### src/rtl/voice_allocator_pkg.sv
// Shared event codes, waveform codes, limits and FSM encoding for the
// polyphonic voice allocator.
package voice_allocator_pkg;

    localparam logic [1:0] EV_NOTE_OFF = 2'd0;
    localparam logic [1:0] EV_NOTE_ON  = 2'd1;
    localparam logic [1:0] EV_FORM     = 2'd2;
    localparam logic [1:0] EV_PW       = 2'd3;

    localparam logic [2:0] FORM_SAW      = 3'd0;
    localparam logic [2:0] FORM_REVSAW   = 3'd1;
    localparam logic [2:0] FORM_TRIANGLE = 3'd2;
    localparam logic [2:0] FORM_SQUARE   = 3'd3;
    localparam logic [2:0] FORM_PULSE25  = 3'd4;
    localparam logic [2:0] FORM_MAX      = 3'd4;

    localparam logic [6:0] PW_MAX = 7'd100;

    typedef enum logic [1:0] {
        ST_IDLE,
        ST_SCAN,
        ST_COMMIT
    } state_t;

endpackage

### src/rtl/voice_age_rank.sv
// Per-voice age ranking; rank NVOICES-1 marks the least recently triggered
// voice. Touching a voice makes it youngest and ages everything younger.
module voice_age_rank #(
    parameter int NVOICES = 4
) (
    input  logic                       CLK,
    input  logic                       RESET,
    input  logic                       touch,
    input  logic [$clog2(NVOICES)-1:0] touch_idx,
    output logic [$clog2(NVOICES)-1:0] oldest_idx
);

    localparam int IW = $clog2(NVOICES);

    logic [IW-1:0] r_rank [NVOICES];
    logic [IW-1:0] w_oldest;

    always_ff @(posedge CLK) begin
        if (!RESET) begin
            for (int unsigned i = 0; i < NVOICES; i++) begin
                r_rank[i] <= IW'(i);
            end
        end else if (touch) begin
            for (int unsigned i = 0; i < NVOICES; i++) begin
                if (IW'(i) == touch_idx) begin
                    r_rank[i] <= '0;
                end else if (r_rank[i] < r_rank[touch_idx]) begin
                    r_rank[i] <= r_rank[i] + 1'b1;
                end
            end
        end
    end

    always_comb begin
        w_oldest = '0;
        for (int unsigned i = 0; i < NVOICES; i++) begin
            if (r_rank[i] == IW'(NVOICES - 1)) begin
                w_oldest = IW'(i);
            end
        end
    end

    assign oldest_idx = w_oldest;

endmodule

### src/rtl/voice_allocator.sv
// Polyphonic voice scheduler: accepts note/config events, scans the voice
// slots one per cycle, then commits a single voice update.
module voice_allocator
    import voice_allocator_pkg::*;
#(
    parameter int NVOICES  = 4,
    parameter int PW_RESET = 50
) (
    input  logic                   CLK,
    input  logic                   RESET,
    input  logic                   ev_valid,
    output logic                   ev_ready,
    input  logic [1:0]             ev_type,
    input  logic [7:0]             ev_data,
    output logic [8*NVOICES-1:0]   voice_note,
    output logic [NVOICES-1:0]     voice_gate,
    output logic [NVOICES-1:0]     voice_retrig,
    output logic                   steal,
    output logic [2:0]             form,
    output logic [6:0]             pulse_width
);

    localparam int IW = $clog2(NVOICES);

    state_t        r_state;
    state_t        w_next;
    logic          r_ready;
    logic          r_is_on;
    logic [6:0]    r_note;
    logic [IW-1:0] r_idx;
    logic          r_match;
    logic [IW-1:0] r_match_idx;
    logic          r_free;
    logic [IW-1:0] r_free_idx;

    logic          w_accept;
    logic          w_note_ev;
    logic          w_apply;
    logic          w_touch;
    logic          w_steal;
    logic [IW-1:0] w_target;
    logic [IW-1:0] w_oldest;

    assign ev_ready = r_ready;

    voice_age_rank #(
        .NVOICES(NVOICES)
    ) u_rank (
        .CLK        (CLK),
        .RESET      (RESET),
        .touch      (w_touch),
        .touch_idx  (w_target),
        .oldest_idx (w_oldest)
    );

    always_ff @(posedge CLK) begin
        if (!RESET) begin
            r_state <= ST_IDLE;
        end else begin
            r_state <= w_next;
        end
    end

    always_comb begin
        w_next    = r_state;
        w_accept  = ev_valid & r_ready;
        w_note_ev = !ev_type[1] && !ev_data[7];
        w_target  = w_oldest;
        w_steal   = 1'b0;
        if (r_match) begin
            w_target = r_match_idx;
        end else if (r_free) begin
            w_target = r_free_idx;
        end else begin
            w_steal = 1'b1;
        end
        w_apply = (r_state == ST_COMMIT) && (r_is_on || r_match);
        w_touch = (r_state == ST_COMMIT) && r_is_on;
        case (r_state)
            ST_IDLE:   if (w_accept && w_note_ev) w_next = ST_SCAN;
            ST_SCAN:   if (r_idx == IW'(NVOICES - 1)) w_next = ST_COMMIT;
            ST_COMMIT: w_next = ST_IDLE;
            default:   w_next = ST_IDLE;
        endcase
    end

    always_ff @(posedge CLK) begin
        if (!RESET) begin
            r_ready      <= 1'b0;
            r_is_on      <= 1'b0;
            r_note       <= '0;
            r_idx        <= '0;
            r_match      <= 1'b0;
            r_match_idx  <= '0;
            r_free       <= 1'b0;
            r_free_idx   <= '0;
            voice_note   <= '0;
            voice_gate   <= '0;
            voice_retrig <= '0;
            steal        <= 1'b0;
            form         <= FORM_SAW;
            pulse_width  <= 7'(PW_RESET);
        end else begin
            r_ready      <= (w_next == ST_IDLE);
            voice_retrig <= '0;
            steal        <= 1'b0;
            case (r_state)
                ST_IDLE: begin
                    if (w_accept) begin
                        case (ev_type)
                            EV_FORM: if (ev_data[2:0] <= FORM_MAX) form <= ev_data[2:0];
                            EV_PW:   pulse_width <= (ev_data[6:0] > PW_MAX) ? PW_MAX : ev_data[6:0];
                            default: begin
                                r_is_on <= (ev_type == EV_NOTE_ON);
                                r_note  <= ev_data[6:0];
                            end
                        endcase
                        r_idx   <= '0;
                        r_match <= 1'b0;
                        r_free  <= 1'b0;
                    end
                end
                ST_SCAN: begin
                    if (voice_gate[r_idx] && voice_note[8*r_idx +: 8] == {1'b0, r_note}) begin
                        r_match     <= 1'b1;
                        r_match_idx <= r_idx;
                    end
                    if (!voice_gate[r_idx] && !r_free) begin
                        r_free     <= 1'b1;
                        r_free_idx <= r_idx;
                    end
                    r_idx <= r_idx + 1'b1;
                end
                ST_COMMIT: begin
                    // Note-off only releases the gate; the note stays for the release tail.
                    if (w_apply) begin
                        voice_gate[w_target] <= r_is_on;
                        if (r_is_on) begin
                            voice_note[8*w_target +: 8] <= {1'b0, r_note};
                            voice_retrig[w_target]      <= 1'b1;
                            steal                       <= w_steal;
                        end
                    end
                end
                default: ;
            endcase
        end
    end

endmodule

### config.mk
export PLATFORM = sky130hd
export DESIGN_NAME = voice_allocator
export DESIGN_NICKNAME = d
export VERILOG_FILES = /design/src/rtl/voice_allocator_pkg.sv /design/src/rtl/voice_age_rank.sv /design/src/rtl/voice_allocator.sv
export SDC_FILE = /design/constraint.sdc
export NUM_CORES = 1
export LEC_CHECK = 0
export CORE_ASPECT_RATIO = 1.5
export CORE_MARGIN = 2
export CORE_UTILIZATION = 57
export DETAILED_ROUTE_END_ITERATION = 7
export PLACE_DENSITY = 0.85
export REMOVE_ABC_BUFFERS = 1
export SLEW_MARGIN = 0
export SYNTH_ARGS = -nofsm -noshare
export SYNTH_HDL_FRONTEND = slang
export SYNTH_SLANG_ARGS = --single-unit
### constraint.sdc
create_clock -name CLK -period 3.8 [get_ports CLK]
set_input_delay 0.76 -clock CLK [delete_from_list [all_inputs] [get_ports CLK]]
set_output_delay 0.76 -clock CLK [all_outputs]
set_load 0.05 [all_outputs]
* After elaboration in Yosys (flattened, before gate mapping)
Memories as Yosys holds them, arrays and structs flattened. Index checks and enable logic that the tools add are counted.
Storage, ports and cells: register bits after elaboration 70, RAM bits 8, input bits 13, output and inout bits 52, word-level logic and storage cells 161, memories kept 1
Operators by class: add/sub/neg operators 6, order comparisons 9, equal/unequal tests 16, shifts and indexed selects 3, mux-type cells 68, bitwise logic cells 14, reductions and logical operators 29
Memory list:
- u_rank.r_rank | words 4, width 2, rd ports 5, clocked after memory_dff 0, write ports 4, line voice_age_rank.sv:15 | logic [IW-1:0] r_rank [NVOICES];
Operator list (count):
- two-way mux 1 bit | 44
- negator 5 -> 34 bit | 1
- variable shift 8 x 34 -> 32 bit, first input constant | 1
- variable part select 8 x 34 -> 32 bit | 1
- bitwise mux 32 bit | 1
- variable part select 32 x 6 -> 8 bit | 1
- two-way mux 2 bit | 15
- AND reduction 3 bit | 5
- equality test 2 bit, second input constant | 7
- adder 2 x 1 -> 2 bit, second input constant | 5
- equality test 8 x 7 -> 1 bit | 1
- less-than comparator 2 bit | 4
- bitwise OR 1 bit | 8
- one-hot mux 2 bit (2 select lines) | 2
- AND reduction 2 bit | 4
- AND reduction 4 bit | 2
- greater-than comparator 7 bit, second input constant | 1
- logical AND 1 bit | 7
- two-way mux 7 bit | 1
- zero test 2 bit | 3
- less-than comparator 2 x 3 -> 1 bit, second input constant | 2
- inequality test 2 bit, second input constant | 3
- NOT 1 bit | 5
- OR reduction 5 bit | 1
- 14 further kinds | 20

* Longest topological paths before layout
Gate-level depths: netlist of run 1. An unclocked memory read counts as a cell.
word-level depth 15, gate-level depth with buffers 10, mapped depth without buffers 10

* Modules after synthesis
A second synthesis of run 1 with hierarchy kept.
Second synthesis, totals: cell total of the unflattened synthesis 366, area, all modules 3603.5 um^2
Modules (own cells, without submodules):
- voice_allocator | instances 1, cells each 292, area an instance 2842.7 um^2, seq. area each 1321.3 um^2
- voice_age_rank | instances 1, cells each 74, area an instance 760.7 um^2, seq. area each 240.2 um^2

* Worst setup path before layout of run 1
OpenSTA, ideal clock, no wires.
path type reg2reg, start point memory u_rank.r_rank[2][0] in the netlist's numbering, end point register voice_note[24], library setup time 0.066 ns, data arrival time 2.502 ns, data required time 3.734 ns, setup slack 1.232 ns, stages on the path, launching flop included 11, buffers on the path 0, period minus slack after synthesis 2.568 ns, cell sequence edfxtp_1 > ha_1 > nand2b_1 > a211oi_4 > nor2_4 > inv_1 > ha_1 > nand2_1 > nor4b_2 > a22oi_1 > nor2b_1
RTL lines:
- start: declaration | line voice_age_rank.sv:15
- end signal: indexed assignment | line voice_allocator.sv:139 | voice_note[8*w_target +: 8] <= {1'b0, r_note};
- end: declaration | line voice_allocator.sv:15 | output logic [8*NVOICES-1:0] voice_note,

==> results of run 1 <==
worst register-to-register path: stages, from the launching register on:
cell,delay [ns]
edfxtp_1,0.47
ha_1,0.27
nand2b_1,0.21
a211oi_4,0.34
nor2_4,0.14
inv_1,0.34
ha_1,0.22
nand2_1,0.23
nor4_2,0.73
a22oi_1,0.17
nor2b_1,0.16
per-stage QoR:
stage               instance area [sq um]  cells  setup WS [ns]  utilization (%)  hold WS [ns]
global route                         4510    516          0.248             70.6         0.499
detailed placement                   4330    500          0.518             67.6         0.453
floorplan                            3620    362           1.23                -         0.436
CTS                                  4510    516          0.477             70.6         0.463
global placement                     4330    500          0.575             67.6         0.446
finish                               4510    516          0.453             70.6         0.460
cell families (layout without fill, tap and decap cells):
logic type      count (synthesis)  count (layout)  share of synthesized area [%]
other cells                     1               4                          0.101
simple gates                  140             140                           21.2
fa+ha+maj                      12              12                           4.05
compound gates                101             101                           20.3
flops                          74              74                           42.1
mux                            16              16                           7.15
buf+inv                        28              86                           3.47
xor+xnor                        7               7                           1.65
worst paths after layout:
check / endpoint / slack, ns / cells after the start
min: r_match_idx[1] / 0.46 / 2
max: voice_note[13] / 0.45 / 10
min reg2reg: r_match_idx[1] / 0.46 / 2
max reg2reg: voice_note[13] / 0.45 / 10
where the power goes:
part           total, mW  internal (mW)  switching, mW
Sequential         0.811          0.798         0.0134
Combinational      0.131         0.0499         0.0810
Clock              0.601          0.319          0.282
per-layer routing:
layer / global-route usage (%) / share of wire [%]
met5: 0 / 0
met4: 17.5 / 5.2
met3: 5.47 / 5.7
met2: 47.0 / 52
met1: 29.3 / 37
cell type report:
| type | count | share of cell area, % |
|---|---|---|
| well taps | 76 | 2.11 |
| clock buffers | 13 | 3.30 |
| clock inverters | 3 | 0.859 |
| multi-input cells | 280 | 45.0 |
| inverters | 8 | 0.665 |
| flip-flops and latches | 74 | 34.6 |
| repair buffers | 62 | 13.5 |
synth_stat cells, drive strengths merged (2+ instances only):
cell type	n
dfxtp	66
nor2b	43
nand2	38
a22oi	33
o21ai	23
clkbuf	13
nor2	13
ha	12
a21boi	11
nand3	10
a21oi	8
edfxtp	8
inv	8
mux4	8
nor3	8
buf	7
mux2i	7
a211oi	5
and3	5
nand2b	5
xnor2	5
a2111oi	4
and2	4
nor4	4
o31ai	4
a31oi	2
and3b	2
nand4	2
xor2	2
sequential cells by signal, indices dropped and copies added, names as in the netlist:
name and cells:
r_match 1, r_match_idx 2, pulse_width 7, voice_gate 4, voice_note 28, r_free 1, voice_retrig 4, r_note 7
r_state 2, form 3, r_free_idx 2, r_idx 2, ev_ready 1, u_rank.r_rank 8, steal 1, r_is_on 1
==> out/summary.log, run 1 <==
INFO  yosys          synth_enable_flop_cells=8
INFO  timing         tightest_slew=0.851ns
INFO  cts            clkSlewWorstSetupHoldPaths=0.07ns
INFO  flow_run       timing.max_cap.violations=0
INFO  global_route   gr-total-overflow=0
INFO  min_path       min-delay-start=r_match_idx[1]
INFO  cells_and_area antennaDiodeCount=0
INFO  yosys          post-synth-top-area-cell=dfxtp_1
INFO  timing         final-hold-violation-count=0
INFO  cells_and_area most_common_cell_after_layout_fill_and_taps_aside=dfxtp_1
INFO  cts            postCtsSetupRepairBufs=0
INFO  timing         skew=0.0107ns
INFO  worst_setup_path timing.critical_path.slowest_stage_cell=nor4_2
INFO  die            rows=36
INFO  timing         drv_slew=0
INFO  worst_setup_path cp.arrival=3.64ns
INFO  cts            root_buffer=clkbuf_8
INFO  routing        totalWireLength=9.39mm
INFO  die            fp.dieW=69.9um
INFO  routing        post_route_drc_violation_count=0
INFO  routing        route.detailed.wl_per_inst=18.2um
INFO  worst_setup_path worst-endpoint-required=4.09ns
INFO  cts            ctsLongestPathBuffers=2
INFO  global_route   first_pass_grt_wire_length=15.0mm
INFO  place          routabilityCongestion=0.901
INFO  yosys          synth.yosys.warnings=0
INFO  cts            cts_repair_resize_count=0
INFO  timing         period_minus_slack=3.35ns
INFO  die            dieArea=7180squm
INFO  yosys          synth_async_sr_flop_share=0%
INFO  worst_setup_path cell_mode_on_critical_path=ha_1
INFO  worst_setup_path timing.critical_path.buf_inv=1
INFO  cells_and_area multi_input_logic_area=2030squm
INFO  power_and_ir_drop power.static_leakage=1.57nW
INFO  worst_setup_path setup.worst_path.start_class=flip-flop
INFO  routing        postRouteAntennaNets=0
INFO  yosys          yosys.cell_types.count=62
INFO  global_route   number_of_antenna_violations_at_the_first_check_in_global_routing=0
INFO  worst_setup_path critical-path-top-delay-family=simple AND/OR/NAND/NOR gates
INFO  global_route   groute.usage.overall=26.7%
INFO  cts            holdBufCountCts=0
INFO  yosys          synth.area.top_cells=dfxtp_1 36%, nor2b_1 7.3%, a22oi_1 6.7%, edfxtp_1 6.5%, mux4_2 4.9%
INFO  timing         timing.max_slew.rel_slack=42.8%
INFO  cells_and_area fillCellCount=497
INFO  die            std_cell_core_area=6400squm
INFO  yosys          postSynthAreaPerCell=9.79squm
INFO  worst_setup_path critical_path.cell_chain=ha_1 -> nand2b_1 -> a211oi_4 -> nor2_4 -> inv_1 -> ha_1 -> nand2_1 -> nor4_2 -> a22oi_1 -> nor2b_1
INFO  cts            h-tree-depth=3
INFO  timing         count_of_final_setup_violators=0
INFO  routing        via_per_inst=6.31
INFO  yosys          syn_inst=379
INFO  power_and_ir_drop power=1.54mW
INFO  cells_and_area layout-area-overhead-vs-synth=21.7%
INFO  cells_and_area leading_cell_types_in_the_layout_fill_and_taps_excluded=66 x dfxtp_1, 59 x clkdlybuf4s50_1, 43 x nor2b_1
INFO  worst_setup_path crit_fanout=11
INFO  outcome        run_status=complete, no violations
INFO  global_route   maximum_number_of_pins_on_one_net_before_global_route_repair=57
INFO  yosys          top_cell_type_s_share_of_synthesized_area=35.6%
INFO  die            io_pins=65
INFO  power_and_ir_drop power_density=342nW/um^2
INFO  place          numPortBuffers=60
INFO  cts            tritoncts=built
INFO  yosys          dominantRegCellSynth=dfxtp_1
INFO  cells_and_area final_net_count=460
INFO  cts            clk-insertion-delay-late=0.36ns
INFO  routing        route.vias.total=3254
INFO  timing         layout_worst_path_cycle_share=88.1%
INFO  yosys          synth.yosys.seq_area_share=42.1%
INFO  timing         maxClockFrequency=299MHz
INFO  worst_setup_path setup.worst_path.class=flip-flop to flip-flop
INFO  cts            tritoncts.num_buffers=9
INFO  worst_setup_path critical_path.endpoint_type=flip-flop
INFO  power_and_ir_drop power.ir.vdd_worst=0.280mV
INFO  worst_setup_path critical-path-max-stage-delay=0.73ns
INFO  cells_and_area sequential_cell_area=1560squm
INFO  die            floorplan.initialDensity=58.0%
INFO  yosys          mappedNetlistArea=3710squm
INFO  routing        drt_first_pass_iters=5
INFO  place          detailed_place_hpwl=6.78mm
INFO  cells_and_area layout-drive-gt1-share=8.64%
INFO  cts            cts.sinks=74
INFO  yosys          synth_seq_cells=74
INFO  die            die_height=103um
INFO  min_path       worstHoldPathType=flip-flop to flip-flop
INFO  timing         grt_setup_unrepaired=false
INFO  worst_setup_path startpoint=u_rank.r_rank[2][0]
INFO  timing         setup-tns-final=0ns
INFO  routing        drt_first_iter_violations=263
INFO  worst_setup_path worstReg2RegStart=u_rank.r_rank[2][0]
INFO  global_route   first_global_vias=3102
Note: power is estimated with default switching activity, not from simulation.
==> run 2, diff against run 1 <==
Settings changed: ABC_CLOCK_PERIOD_IN_PS set to 3800, CORE_UTILIZATION 57 to 45, PLACE_DENSITY 0.85 to 0.7.
==> out/summary.log, run 2 (synthesis gave the netlist of run 1 again) <==
INFO  global_route   gr-total-overflow=0 [unchanged]
INFO  power_and_ir_drop power.ir.vdd_worst=0.238mV [-15%]
INFO  cells_and_area antennaDiodeCount=0 [unchanged]
INFO  cts            cts.sinks=74 [unchanged]
INFO  global_route   groute.usage.overall=22.1% [-4.6 points]
INFO  power_and_ir_drop power=1.69mW [+9.3%]
INFO  power_and_ir_drop sequential_share_of_power=48.2% [-4.4 points]
INFO  timing         count_of_final_setup_violators=0 [unchanged]
INFO  routing        totalWireLength=9.36mm [-0.34%]
INFO  worst_setup_path worstReg2RegStart=u_rank.r_rank[2][0]
INFO  cts            clkSlewWorstSetupHoldPaths=0.06ns [about the same]
INFO  worst_setup_path setup.worst_path.end=voice_note[30]
INFO  cells_and_area stdcell_area=4610squm [+2.1%]
INFO  cells_and_area top_register=voice_note
INFO  timing         timing.max_slew.rel_slack=55.9% [+13 points]
INFO  cts            holdBufCountCts=0 [unchanged]
INFO  global_route   number_of_antenna_violations_at_the_first_check_in_global_routing=0 [unchanged]
INFO  die            dieArea=9000squm [+25%]
INFO  timing         final-hold-violation-count=0 [unchanged]
INFO  power_and_ir_drop clock_network_fraction_of_total_power=44.1% [+5.1 points]
INFO  timing         skew=0.00370ns [-0.00701 ns]
INFO  cts            postCtsSetupRepairBufs=0 [unchanged]
INFO  cts            clk-insertion-delay-late=0.34ns [-0.02 ns]
INFO  power_and_ir_drop swShare=23.6% [-0.80 points]
INFO  timing         grt_setup_unrepaired=false
INFO  worst_setup_path rr_endpoint=voice_note[30]
INFO  cells_and_area leading_cell_types_in_the_layout_fill_and_taps_excluded=66 x dfxtp_1, 59 x clkdlybuf4s50_1, 43 x nor2b_1
INFO  cells_and_area layout-area-overhead-vs-synth=24.3%
INFO  worst_setup_path cp.arrival=3.40ns [-0.24 ns]
INFO  routing        drt_first_iter_violations=176 [-33%]
INFO  timing         drv_slew=0 [unchanged]
INFO  place          postPlaceCellArea=4360squm [+0.84%]
INFO  place          routabilityCongestion=0.927 [+2.9%]
INFO  cells_and_area final_util=57.6% [-13 points]
INFO  worst_setup_path startpoint=u_rank.r_rank[2][0]
INFO  power_and_ir_drop comb_power_share=7.7% [-0.8 points]
INFO  place          numPortBuffers=60 [unchanged]
INFO  power_and_ir_drop internal_portion_of_total_power=1.29mW [+10%]
INFO  worst_setup_path critical_path.cell_chain=ha_1 -> nand2b_1 -> a211oi_4 -> nor2_4 -> inv_1 -> ha_1 -> nand2_1 -> nor4b_2 -> a22oi_1 -> nor2b_1
INFO  cells_and_area final_net_count=460 [unchanged]
INFO  min_path       worstHoldPathType=flip-flop to flip-flop
INFO  cells_and_area largest_registers=voice_note (28), u_rank.r_rank (8)
INFO  timing         timing.hold.ws=0.462ns [+0.00210 ns]
INFO  global_route   maximum_number_of_pins_on_one_net_before_global_route_repair=46 [-19%]
INFO  worst_setup_path crit_fanout=11 [unchanged]
INFO  routing        post_route_drc_violation_count=0 [unchanged]
INFO  power_and_ir_drop power.static_leakage=1.59nW [+1.5%]
INFO  cts            root_buffer=clkbuf_16
INFO  cells_and_area most_common_cell_after_layout_fill_and_taps_aside=dfxtp_1
INFO  worst_setup_path setup.worst_path.class=flip-flop to flip-flop
INFO  worst_setup_path setup.worst_path.start_class=flip-flop
INFO  power_and_ir_drop power.switching=398uW [+5.7%]
INFO  worst_setup_path critical-path-max-stage-delay=0.61ns [-0.12 ns]
INFO  cts            h-tree-depth=3 [unchanged]
INFO  routing        postRouteAntennaNets=0 [unchanged]
INFO  worst_setup_path worst-endpoint-required=4.07ns [-0.02 ns]
INFO  outcome        run_status=complete, no violations
INFO  worst_setup_path critical_path.endpoint_type=flip-flop
INFO  die            std_cell_core_area=8010squm [+25%]
INFO  die            fp.dieW=78.1um [+12%]
INFO  routing        drt_first_pass_iters=5 [unchanged]
INFO  routing        route.vias.total=3099 [-4.8%]
INFO  die            io_pins=65 [unchanged]
INFO  worst_setup_path cell_mode_on_critical_path=ha_1
INFO  flow_run       timing.max_cap.violations=0 [unchanged]
INFO  die            rows=40 [+11%]
INFO  global_route   first_global_vias=3068 [-1.1%]
INFO  cells_and_area max_reg_flops=28 [unchanged]
INFO  cts            tritoncts.num_buffers=9 [unchanged]
INFO  place          detailed_place_hpwl=6.83mm [+0.60%]
INFO  worst_setup_path ff2ff_path_depth=10 [unchanged]
INFO  cells_and_area layout-drive-gt1-share=7.97% [-0.66 points]
INFO  timing         layout_worst_path_cycle_share=82.5% [-5.6 points]
INFO  timing         tightest_slew=0.655ns [-0.195 ns]
INFO  timing         setup-tns-final=0ns [unchanged]
INFO  cts            cts_repair_resize_count=0 [unchanged]
INFO  die            floorplan.initialDensity=46.3% [-12 points]
INFO  cts            tritoncts=built
INFO  routing        via_per_inst=5.70 [-9.7%]
INFO  cts            ctsLongestPathBuffers=2 [unchanged]
INFO  worst_setup_path regToRegSetupSlack=0.67ns [+0.21 ns]
INFO  power_and_ir_drop power_density=366nW/um^2 [+7.0%]
INFO  timing         period_minus_slack=3.13ns [-0.214 ns]
INFO  die            die_height=115um [+12%]
INFO  timing         maxClockFrequency=319MHz [+6.8%]
INFO  routing        route.detailed.wl_per_inst=17.2um [-5.5%]
INFO  global_route   first_pass_grt_wire_length=15.5mm [+3.0%]
INFO  worst_setup_path timing.critical_path.slowest_stage_cell=nor4b_2
-- run 2: worst min path at each step --
stage              startpoint        endpoint  slack [ns]  cells after the start
3_3_place_gp   r_match_idx[1]  r_match_idx[1]        0.45                      2
4_1_cts        r_match_idx[1]  r_match_idx[1]        0.47                      2
3_5_place_dp   r_match_idx[1]  r_match_idx[1]        0.45                      2
2_1_floorplan  r_match_idx[1]  r_match_idx[1]        0.44                      2
6_report       r_match_idx[1]  r_match_idx[1]        0.46                      2
5_1_grt        r_match_idx[1]  r_match_idx[1]        0.50                      2
-- run 2: layout make-up --
cell class                 count  area, sq um
fill                         743         3400
tap                          105          131
multi-input combinational    280         2030
inverter                       8         30.0
clock buffer                  15          248
sequential                    74         1560
timing repair buffer          62          611
-- run 2: power by group through the flow --
stage               Combinational, mW  Clock, mW  Sequential (mW)
floorplan                      0.0703          0            0.836
global placement                0.128          0            0.830
detailed placement              0.129          0            0.830
CTS                             0.130      0.759            0.813
global route                    0.142      0.793            0.814
finish                          0.130      0.744            0.813
-- run 2: through the flow --
stage          cells  worst slack (ns)
2_1_floorplan    362              1.23
3_3_place_gp     529             0.702
3_5_place_dp     529             0.745
4_1_cts          544             0.724
5_1_grt          544             0.422
6_report         544             0.666
-- run 2: worst max-delay path, delay by kind of cell (launching register included) --
family / cells / cell delay [ns]
and+or+nand+nor: 5 / 1.27
DFF: 1 / 0.48
adders and majority gates: 2 / 0.51
buffers and inverters: 1 / 0.34
AOI/OAI and AO/OA: 2 / 0.47
-- run 2: layer usage --
metal,share of wire (%),routed length (um),GRT usage (%),up-vias
met5,0,0,0,-
li1,-,-,-,1488
met1,41,3830,25.5,1483
met4,3.7,344,13.2,0
met3,3.6,339,3.22,26
met2,52,4850,38.7,102
